--- src/rtl/ahb_lite_master.sv ---
// Single-outstanding AHB-Lite master.
//
// Turns one core-side request (valid/ready) into one AHB transfer: a single
// address-phase cycle with hsel high, then a data phase that lasts until the
// slave raises hready. The result (read data, error flag) comes back on a
// valid/ready response channel. A wait-state counter aborts the data phase
// with an error if the slave stalls for TIMEOUT consecutive cycles
// (TIMEOUT = 0 disables the abort).
//
// Ports
//   clk, rstn                 clock; synchronous active-high reset
//   req_valid/req_ready       request handshake (req_ready high only in idle)
//   req_write/addr/wdata      request payload
//   rsp_valid/rsp_ready       response handshake
//   rsp_rdata/rsp_err         response payload (rdata is 0 for writes/aborts)
//   haddr_m2s/hdata_m2s       AHB address / write data
//   hwrite/hsel               AHB direction / select (hsel in address phase)
//   hready/hresp/hrdata       AHB slave ready / error / read data

module ahb_lite_master #(
    parameter int unsigned ADDR_W  = 32,
    parameter int unsigned DATA_W  = 32,
    parameter int unsigned TIMEOUT = 16
) (
    input  logic              clk,
    input  logic              rstn,
    // Request channel
    input  logic              req_valid,
    output logic              req_ready,
    input  logic              req_write,
    input  logic [ADDR_W-1:0] req_addr,
    input  logic [DATA_W-1:0] req_wdata,
    // Response channel
    output logic              rsp_valid,
    input  logic              rsp_ready,
    output logic [DATA_W-1:0] rsp_rdata,
    output logic              rsp_err,
    // AHB side
    output logic [ADDR_W-1:0] haddr_m2s,
    output logic [DATA_W-1:0] hdata_m2s,
    output logic              hwrite,
    output logic              hsel,
    input  logic              hready,
    input  logic              hresp,
    input  logic [DATA_W-1:0] hrdata
);

    // Counter must hold values up to TIMEOUT-1; keep at least one bit so the
    // declaration stays legal when the timeout is disabled.
    localparam int unsigned CntW = (TIMEOUT == 0) ? 1 : $clog2(TIMEOUT + 1);
    localparam logic [CntW-1:0] CntLast = (TIMEOUT == 0) ? '0 : CntW'(TIMEOUT - 1);

    typedef enum logic [1:0] {
        StIdle,
        StAddr,
        StData,
        StResp
    } state_e;

    state_e              state_q, state_d;
    logic                hsel_q, hsel_d;
    logic                hwrite_q, hwrite_d;
    logic [ADDR_W-1:0]   haddr_q, haddr_d;
    logic [DATA_W-1:0]   hdata_q, hdata_d;
    logic                rsp_valid_q, rsp_valid_d;
    logic                rsp_err_q, rsp_err_d;
    logic [DATA_W-1:0]   rsp_rdata_q, rsp_rdata_d;
    logic [CntW-1:0]     cnt_q, cnt_d;

    // ------------------------------------------------------------------
    // State register
    // ------------------------------------------------------------------
    always_ff @(posedge clk) begin
        if (rstn) begin
            state_q     <= StIdle;
            hsel_q      <= 1'b0;
            hwrite_q    <= 1'b0;
            haddr_q     <= '0;
            hdata_q     <= '0;
            rsp_valid_q <= 1'b0;
            rsp_err_q   <= 1'b0;
            rsp_rdata_q <= '0;
            cnt_q       <= '0;
        end else begin
            state_q     <= state_d;
            hsel_q      <= hsel_d;
            hwrite_q    <= hwrite_d;
            haddr_q     <= haddr_d;
            hdata_q     <= hdata_d;
            rsp_valid_q <= rsp_valid_d;
            rsp_err_q   <= rsp_err_d;
            rsp_rdata_q <= rsp_rdata_d;
            cnt_q       <= cnt_d;
        end
    end

    // ------------------------------------------------------------------
    // Next-state logic
    // ------------------------------------------------------------------
    always_comb begin
        state_d     = state_q;
        hsel_d      = hsel_q;
        hwrite_d    = hwrite_q;
        haddr_d     = haddr_q;
        hdata_d     = hdata_q;
        rsp_valid_d = rsp_valid_q;
        rsp_err_d   = rsp_err_q;
        rsp_rdata_d = rsp_rdata_q;
        cnt_d       = cnt_q;

        case (state_q)
            StIdle: begin
                // req_ready is high in this state, so req_valid alone is a handshake.
                if (req_valid) begin
                    haddr_d  = req_addr;
                    hwrite_d = req_write;
                    hdata_d  = req_write ? req_wdata : '0;
                    hsel_d   = 1'b1;
                    state_d  = StAddr;
                end
            end

            StAddr: begin
                hsel_d  = 1'b0;
                cnt_d   = '0;
                state_d = StData;
            end

            StData: begin
                if (hready) begin
                    rsp_valid_d = 1'b1;
                    rsp_err_d   = hresp;
                    rsp_rdata_d = hwrite_q ? '0 : hrdata;
                    state_d     = StResp;
                end else if (TIMEOUT != 0) begin
                    // hresp is meaningless while the slave is stalling.
                    if (cnt_q == CntLast) begin
                        rsp_valid_d = 1'b1;
                        rsp_err_d   = 1'b1;
                        rsp_rdata_d = '0;
                        state_d     = StResp;
                    end else if (cnt_q != '1) begin
                        cnt_d = cnt_q + CntW'(1);
                    end
                end
            end

            StResp: begin
                if (rsp_ready) begin
                    rsp_valid_d = 1'b0;
                    rsp_err_d   = 1'b0;
                    rsp_rdata_d = '0;
                    hwrite_d    = 1'b0;
                    haddr_d     = '0;
                    hdata_d     = '0;
                    state_d     = StIdle;
                end
            end

            default: begin
                state_d = StIdle;
            end
        endcase
    end

    // ------------------------------------------------------------------
    // Outputs
    // ------------------------------------------------------------------
    assign req_ready = (state_q == StIdle);
    assign rsp_valid = rsp_valid_q;
    assign rsp_err   = rsp_err_q;
    assign rsp_rdata = rsp_rdata_q;
    assign haddr_m2s = haddr_q;
    assign hdata_m2s = hdata_q;
    assign hwrite    = hwrite_q;
    assign hsel      = hsel_q;

endmodule

--- config.mk ---
export PLATFORM = sky130hd
export DESIGN_NAME = ahb_lite_master
export DESIGN_NICKNAME = d
export VERILOG_FILES = /design/src/rtl/ahb_lite_master.sv
export SDC_FILE = /design/constraint.sdc
export NUM_CORES = 1
export LEC_CHECK = 0
export ABC_AREA = 1
export CORE_MARGIN = 5
export CORE_UTILIZATION = 30
export CTS_CLUSTER_DIAMETER = 150
export CTS_CLUSTER_SIZE = 24
export DETAILED_ROUTE_END_ITERATION = 10
export PLACE_DENSITY_LB_ADDON = 0.05
export SETUP_SLACK_MARGIN = 0.02
export SYNTH_ARGS = -nofsm -noshare
export SYNTH_HDL_FRONTEND = slang
export SYNTH_SLANG_ARGS = --single-unit
export TNS_END_PERCENT = 20
--- constraint.sdc ---
create_clock -name clk -period 1.56 [get_ports clk]
set_input_delay 0.312 -clock clk [delete_from_list [all_inputs] [get_ports clk]]
set_output_delay 0.312 -clock clk [all_outputs]
set_load 0.005 [all_outputs]
# [Word level (Yosys, flattened, before mapping)]
# Cells that the tools add are included.
[word_totals] register_bits=107 latchBits=0 ram_bits=0 romBits=0 inputBits=103 output_inout_bits=101 wordCells=60 memories=0
[classes] n_addsub=1 n_mul=0 div_mod_pow=0 n_lt_le_gt_ge=0 n_eq_ne=11 shift=0 mux=29 n_bitwise=0 reduce_logical=10
[ops] op="$mux 32" n=7
[ops] op="$pmux 32 s2" n=3
[ops] op="$mux 5" n=3
[ops] op="$ne 2x2->1 const B" n=5
[ops] op="$pmux 5 s2" n=1
[ops] op="$reduce_and 3->1" n=3
[ops] op="$mux 2" n=4
[ops] op="$pmux 1 s2" n=4
[ops] op="$pmux 2 s4" n=1
[ops] op="$reduce_bool 2->1" n=4
[ops] op="$mux 1" n=6
[ops] op="$add 5x1->5 const B" n=1
[ops] op="$eq 5x4->1 const B" n=1
[ops] op="$ne 5x5->1 const B" n=1
[ops] op="$eq 2x2->1 const B" n=2
[ops] op="$reduce_and 4->1" n=1
[ops] op="$ne 3x3->1 const B" n=1
[ops] op="$eq 2x1->1 const B" n=1
[ops] op="$logic_not 2->1" n=1
[ops] op="$reduce_and 2->1" n=1

# [Logic depth before layout (Yosys ltp)]
# Gate-level depths: netlist (run 1).
[depth] depth_word=5 ltp_mapped=10 mapped_depth_nobuf=10

# [Worst setup path after synthesis (run 1)]
# OpenSTA, ideal clock, no wires.
[synth_path] path_kind="reg2reg" start="reg cnt_q[0]" end="reg rsp_rdata_q[10] (netlist: rsp_rdata[10])" setup_time_ns=0.070 arrival_time_ns=1.470 t_required_ns=1.490 slack_ns=0.020 path_stages_with_launch=10 n_path_buf=1 period_less_slack_ns=1.540 path_cell_list="dfxtp_1 -> ha_1 -> nand2_1 -> nor2_1 -> ha_1 -> nor2_2 -> a21oi_2 -> buf_2 -> nand3_1 -> a21oi_1"
[synth_between] elab_chain_len=3
[synth_rtl] element="from (decl)" line="68" source="logic [CntW-1:0] cnt_q, cnt_d;"
[synth_rtl] element="from (signal assigned)" line="93" source="cnt_q <= cnt_d;"
[synth_rtl] element="$eq 5x4->1" line="137" source="if (cnt_q == CntLast) begin"
[synth_rtl] element="$ne 3x3->1 (no source line)"
[synth_rtl] element="$reduce_and 3->1 (no source line)"
[synth_rtl] element="to (signal assigned)" line="92" source="rsp_rdata_q <= rsp_rdata_d;"
[synth_rtl] element="to (decl)" line="67" source="logic [DATA_W-1:0] rsp_rdata_q, rsp_rdata_d;"
# No other way between the ends.
# A chain may end at the register's enable or synchronous reset.

# [Final worst setup path (run 1)]
[layout_path] start="reg cnt_q[0]" end="reg rsp_rdata_q[6] (netlist: rsp_rdata[6])"
# The elaborated chain is that of the path after synthesis.

==> results of run 1 <==
## synthesized netlist by cell type (all sizes together)
cell,n,area [µm²]
nand3b,1,7.51
nor3b,1,7.51
a211oi,1,7.51
dfxtp,107,2140
nand4,3,18.8
nand3,71,368
nand2,183,689
o21ai,1,5.00
a21oi,108,544
inv,19,71.3
o211ai,1,12.5
nor2,43,169
buf,25,169
clkbuf,22,82.6
ha,8,100
## power by group through the flow
stage / combinational (µW) / clock [µW] / sequential (µW)
finish: 4460 / 2300 / 3380
global route: 4910 / 2510 / 3440
CTS: 4560 / 2400 / 3380
detailed placement: 4210 / 0 / 3430
global placement: 4160 / 0 / 3420
floorplan: 2150 / 0 / 3450
## metal layers
metal,vias up,GRT usage,share of wire
li1,2341,-,-
met1,2173,0.210,0.41
met2,140,0.273,0.48
met3,12,0.0650,0.093
met4,0,0.0557,0.015
met5,-,0,0
## stage by stage
stage	instance area (µm²)	total power (µW)	instances	hold WS, ns	TNS (ns)
floorplan	4390	5610	594	0.431	0
global placement	6800	7590	967	0.447	-9.72
detailed placement	6800	7640	967	0.454	-12.95
CTS	7210	10300	990	0.377	-2.19
global route	7430	10900	990	0.406	-4.82
finish	7430	10100	990	0.395	-0.713
## how the worst max path moves through the flow
stage / slack, ns / start / cells after the start / to
floorplan: 0.02 / cnt_q[0]$_SDFFE_PP0P_ / 9 / rsp_rdata[10]$_SDFFE_PP0P_
global placement: -0.12 / req_valid / 8 / haddr_m2s[21]$_SDFFE_PP0P_
detailed placement: -0.17 / req_valid / 8 / haddr_m2s[19]$_SDFFE_PP0P_
CTS: -0.09 / cnt_q[0]$_SDFFE_PP0P_ / 10 / rsp_rdata[9]$_SDFFE_PP0P_
global route: -0.16 / cnt_q[1]$_SDFFE_PP0P_ / 10 / rsp_rdata[2]$_SDFFE_PP0P_
finish: -0.06 / cnt_q[0]$_SDFFE_PP0P_ / 10 / rsp_rdata[6]$_SDFFE_PP0P_
## layout make-up
type / count / area (µm²)
Multi-Input combinational cell: 421 / 2100
Sequential cell: 107 / 2150
Tap cell: 184 / 230
Inverter: 19 / 73.8
Timing Repair Buffer: 243 / 2570
Fill cell: 1403 / 7000
Clock buffer: 11 / 233
Clock inverter: 5 / 62.6
## repair_timing
item,in CTS,in global routing
endpoints found under the setup margin,145,163
pin swaps,5,6
buffers inserted,5,1
gates resized for setup,64,82
cloned,2,0
hold buffers,0,0
## cells by family after synthesis
| logic type | synth area share |
|---|---|
| AO/OA/AOI/OAI | 0.130 |
| flip-flops | 0.487 |
| buffers and inverters | 0.0735 |
| AND/OR/NAND/NOR | 0.287 |
| adder cells (fa/ha/maj) | 0.0228 |
## sequential cells by signal (all words and copies together) (netlist names)
| register | flops |
|---|---|
| haddr_m2s | 32 |
| hdata_m2s | 32 |
| rsp_rdata | 32 |
| cnt_q | 5 |
| state_q | 2 |
| hsel | 1 |
| hwrite | 1 |
| rsp_err | 1 |
| rsp_valid | 1 |
==> results by group, run 1 <==
Run status
  • Status: finished with violations
  • Violated checks: negative setup slack

Pwr
  • Combinational group share of total power: 0.440
  • Peak supply drop: 0.703 mV
  • PwrDens: 1360 mW/mm²
  • Switching pwr: about 3600 µW
  • Clock network power share: 0.226
  • Int Power: 6550 µW
  • Leak: ~0.0037 µW
  • Fraction of power consumed by sequential logic: 0.333
  • Switch share: 0.354

Global routing
  • Vias in the first global route: 4458
  • Largest net degree at the start of global routing: 42
  • Total track usage: 0.170
  • Wire length of the first global-routing pass: 23.1 mm
  • Remaining Overflow, GRT: 0
  • Initial antenna violation count: 0

Job
  • Max Cap Viol: 0

Final layout
  • Leading cell type in the layout, fill and taps excluded: nand2_1
  • Final antenna diode count: 0
  • Finished Core Util: 0.515
  • Synthesis-to-layout area growth: 69.0%
  • Ratio of cells with drive above 1 in the final layout: 0.133
  • Most frequent cells in the layout: nand2_1 (177), clkdlybuf4s50_1 (116), dfxtp_1 (97)
  • Number of nets in the layout: 912

Critical path
  • Worst EP required: 1.84 ns
  • Worst Path Max Fanout: 8
  • Classification of the worst setup path: register to register
  • Data arrival, critical path: 1.90 ns
  • Crit end category: register
  • R2r endpoint: rsp_rdata[6]$_SDFFE_PP0P_
  • R2R Path Start: cnt_q[0]$_SDFFE_PP0P_
  • R2R Setup Slk: -0.06 ns
  • Crit path max-delay family: flip-flops
  • Slowest cell on the critical path: dfxtp_2
  • CP peak stage delay: 0.35 ns
  • Launching element type of the critical path: register
  • Number of buffers and inverters on the critical path: 2
  • Critical path cell sequence: ha_4 -> nand2_4 -> nor2_4 -> ha_4 -> nor2_4 -> a21oi_4 -> buf_6 -> buf_16 -> nand3_1 -> a21oi_2
  • Worst reg2reg path depth: 10

Clock tree
  • TritonCTS buffer count: 9
  • Total number of H-tree levels: 3
  • Clock transition at the registers of the reported paths: 0.07 ns
  • Cell at the root of the clock tree: clkbuf_16
  • Clock latency at the later pin of the worst-skew pair: 0.35 ns
  • TritonCTS clock tree: built
  • Count of clock tree sinks: 107
  • Maximum number of buffers from clock root to sink: 2

Synth
  • Synth Warn #: 0
  • Flip-flop and latch count after synthesis: 107
  • Cell area after technology mapping: 0.00439 mm²
  • Share of the yosys chip area belonging to registers: 0.487
  • Net count of the mapped netlist: between 700 and 800
  • Number of distinct library cell variants in the gate-level netlist after synthesis: 22
  • Syn Area/Cell: between 7 and 8 µm²
  • Number of cells produced by synthesis: 594

Timing
  • Max-slew violation count: 0
  • Unrepaired setup endpoints after global routing: true
  • PnR worst setup slack: -0.0602 ns
  • Worst relative slew slack: 0.713
  • Fin crit share: 1.04
  • Top achievable clock speed: 617 MHz
  • Shortest period the worst path allows: around 1.6 ns
  • Skew final: 0.00668 ns
  • Final number of setup-violating endpoints: 18
  • Final Hold Violating Endpoints: 0
  • Slew at the pin with the worst max-slew slack: 0.430 ns

Floorplan
  • I/O pin cnt: 204
  • Die area: between 0.015 and 0.02 mm²
  • Standard cell core area: 0.0144 mm²
  • Overall die height: 131 µm
  • Starting density of the core: 0.305
  • Std-Cell Rows: 44
  • Die Span X: 131 µm

Placed design
  • # port buffers: approximately 200
  • Half-perimeter wire length after placement: 10.3 mm
  • Final estimated routing congestion in global placement: 0.779
  • Placement Setup Slack: -0.173 ns

Routing
  • Number of vias in the routed layout: 4666
  • Iteration count of the initial detailed-routing pass: 4
  • Number of nets with antenna violations after routing: 0
  • Iter 0 DRT Violations: 173
  • Detail-routed net length per standard cell: 15.0 µm
  • Residual DRC count: 0
  • Mean number of vias per cell: 4.71
  • DRT Wirelength: ~15 mm

Min path
  • Launch instance of the worst min-delay path: rstn
  • Worst hold endpoint: hdata_m2s[7]$_SDFFE_PP0P_
  • Class of the tightest hold or removal check: input pin to register
  • Hold depth: 2
No activity file was read; power rests on OpenSTA's default activity.
==> inputs of run 2 (changes only) <==
--- a/config.mk
+++ b/config.mk
@@ -6,6 +6,7 @@
 export NUM_CORES = 1
 export LEC_CHECK = 0
 export ABC_AREA = 1
+export ABC_CLOCK_PERIOD_IN_PS = 1560
 export CORE_MARGIN = 5
 export CORE_UTILIZATION = 30
 export CTS_CLUSTER_DIAMETER = 150
@@ -16,4 +17,3 @@
 export SYNTH_ARGS = -nofsm -noshare
 export SYNTH_HDL_FRONTEND = slang
 export SYNTH_SLANG_ARGS = --single-unit
-export TNS_END_PERCENT = 20
==> results by group, run 2 (synthesis gave the netlist of run 1 again) <==
Pwr
  • Leak: 0.00428 µW (+16%)
  • Final total power: 12600 µW (+24%)
  • Peak supply drop: 0.868 mV (+23%)
  • PwrDens: 1500 mW/mm² (+9.9%)

Floorplan
  • Starting density of the core: 0.305 (unchanged)
  • Die area: 0.0172 mm² (unchanged)
  • I/O pin cnt: 204 (unchanged)
  • Overall die height: 131 µm (unchanged)
  • Die Span X: 131 µm (unchanged)
  • Standard cell core area: 0.0144 mm² (unchanged)
  • Std-Cell Rows: 44 (unchanged)

Timing
  • Tightest hold margin: 0.390 ns (-0.00512 ns)
  • Unrepaired setup endpoints after global routing: true
  • Skew final: 0.00658 ns (-0.000104 ns)
  • Final number of setup-violating endpoints: 33 (+15)
  • PnR worst setup slack: -0.0802 ns (-0.0199 ns)
  • Final Hold Violating Endpoints: 0 (unchanged)
  • Shortest period the worst path allows: 1.64 ns (+0.0199 ns)
  • Final sum of negative setup slack: -1.24 ns (-0.532 ns)
  • Top achievable clock speed: 610 MHz (-1.2%)
  • Fin crit share: 1.05 (+0.0128)
  • Slew at the pin with the worst max-slew slack: 0.429 ns (-0.00167 ns)
  • Worst relative slew slack: 0.714 (+0.00111)
  • Max-slew violation count: 0 (unchanged)

Placed design
  • # port buffers: 203 (unchanged)
  • Final estimated routing congestion in global placement: 0.779 (unchanged)
  • Placement Setup Slack: -0.173 ns (unchanged)
  • Post-placement cell count: 967 (unchanged)
  • Half-perimeter wire length after placement: 10.3 mm (unchanged)

Clock tree
  • Cell at the root of the clock tree: clkbuf_16
  • Clock transition at the registers of the reported paths: 0.07 ns (about the same)
  • Count of clock tree sinks: 107 (unchanged)
  • TritonCTS clock tree: built
  • Count of hold buffers inserted by post-cts repair: 0 (unchanged)
  • Clock latency at the later pin of the worst-skew pair: 0.35 ns (about the same)
  • TritonCTS buffer count: 9 (unchanged)
  • Maximum number of buffers from clock root to sink: 2 (unchanged)
  • Total number of H-tree levels: 3 (unchanged)

Critical path
  • Worst Path Max Fanout: 6 (-2)
  • Data arrival, critical path: 1.92 ns (+0.02 ns)
  • Crit end category: register
  • CP peak stage delay: 0.34 ns (about the same)
  • Worst reg2reg path depth: 9 (-1)
  • Worst EP required: 1.84 ns (about the same)
  • Classification of the worst setup path: register to register
  • R2R Setup Slk: -0.08 ns (-0.02 ns)
  • Launching element type of the critical path: register
  • Slowest cell on the critical path: dfxtp_2
  • Critical path cell sequence: ha_4 -> nand2_4 -> nor2_4 -> buf_4 -> ha_4 -> nand3b_1 -> nand2_1 -> nand2_1 -> a21oi_1

Final layout
  • Sequential cell area: 0.00219 mm² (+1.8%)
  • Number of non-filler instances in the completed layout: 1012 (+2.2%)
  • Synthesis-to-layout area growth: 91.1%
  • Filler cell count in the final layout: 1303 (-7.1%)
  • Most frequent cells in the layout: nand2_1 (132), clkdlybuf4s50_1 (111), dfxtp_1 (74)
  • Leading cell type in the layout, fill and taps excluded: nand2_1
  • Final antenna diode count: 0 (unchanged)
  • Number of nets in the layout: 934 (+2.4%)
  • Ratio of cells with drive above 1 in the final layout: 0.289 (+0.156)
  • Total area of multi-input combinational cells: 0.00258 mm² (+23%)

Min path
  • Hold depth: 2 (unchanged)
  • Class of the tightest hold or removal check: input pin to register

Routing
  • Number of nets with antenna violations after routing: 0 (unchanged)
  • DRT Wirelength: 16.6 mm (+12%)
  • Number of vias in the routed layout: 4879 (+4.6%)
  • Residual DRC count: 0 (unchanged)
  • Mean number of vias per cell: 4.82 (+2.3%)
  • Detail-routed net length per standard cell: 16.4 µm (+9.3%)
  • Iter 0 DRT Violations: 189 (+9.2%)
  • Iteration count of the initial detailed-routing pass: 4 (unchanged)

Global routing
  • Remaining Overflow, GRT: 0 (unchanged)
  • Initial antenna violation count: 0 (unchanged)
  • Wire length of the first global-routing pass: 23.4 mm (+1.3%)
  • Vias in the first global route: 4498 (+0.90%)
  • Total track usage: 0.173 (+0.00305)
  • Largest net degree at the start of global routing: 35 (-17%)

Run status
  • Violated checks: negative setup slack
  • Status: finished with violations

Job
  • Max Cap Viol: 0 (unchanged)
run 2: per-stage QoR:
step,cell area [µm²],util
6_report,8400,0.582
5_1_grt,8400,0.582
4_1_cts,7270,0.504
3_5_place_dp,6800,0.471
3_3_place_gp,6800,0.471
2_1_floorplan,4390,-
run 2: timing repair:
action                                  CTS  global route
endpoints found under the setup margin  145           163
resized for setup                        69           252
cloned                                    3            13
pin swaps                                 4            52
setup buffers                             8             6
run 2: critical path: cells and delay by family (launching register included):
family,cells,cell delay (ns)
buffers and inverters,1,0.14
AOI/OAI and AO/OA,1,0.12
and+or+nand+nor,5,0.66
DFF,1,0.34
adders and majority gates,2,0.31
run 2: power breakdown:
part           internal (µW)  switching [µW]
Sequential              3200             311
Combinational           3490            3290
Clock                   1260            1050
run 2: final cells by class:
cell class | instances | area share
multi-input cells | 421 | 0.308
clock inverters | 5 | 0.00745
well taps | 184 | 0.0274
repair buffers | 265 | 0.359
clock buffers | 11 | 0.0277
flip-flops and latches | 107 | 0.261
inverters | 19 | 0.00968
run 2: final timing paths:
kind,start,endpoint
setup / recovery,cnt_q[1]$_SDFFE_PP0P_,cnt_q[2]$_SDFFE_PP0P_
hold / removal,rstn,hdata_m2s[7]$_SDFFE_PP0P_
setup reg to reg,cnt_q[1]$_SDFFE_PP0P_,cnt_q[2]$_SDFFE_PP0P_
hold reg to reg,haddr_m2s[10]$_SDFFE_PP0P_,haddr_m2s[10]$_SDFFE_PP0P_
run 2: per-layer routing:
metal / global-route usage / vias up / part of all wire
met4: 0.0557 / 0 / 0.015
met5: 0 / - / 0
li1: - / 2394 / -
met1: 0.214 / 2305 / 0.41
met3: 0.0654 / 18 / 0.088
met2: 0.279 / 162 / 0.49
==> inputs of run 3 (changes only) <==
--- a/config.mk
+++ b/config.mk
@@ -7,6 +7,7 @@
 export LEC_CHECK = 0
 export ABC_AREA = 1
 export ABC_CLOCK_PERIOD_IN_PS = 1560
+export CAP_MARGIN = 5
 export CORE_MARGIN = 5
 export CORE_UTILIZATION = 30
 export CTS_CLUSTER_DIAMETER = 150
==> results of run 3 <==
Final layout, timing and power as in run 2 (identical DEF).
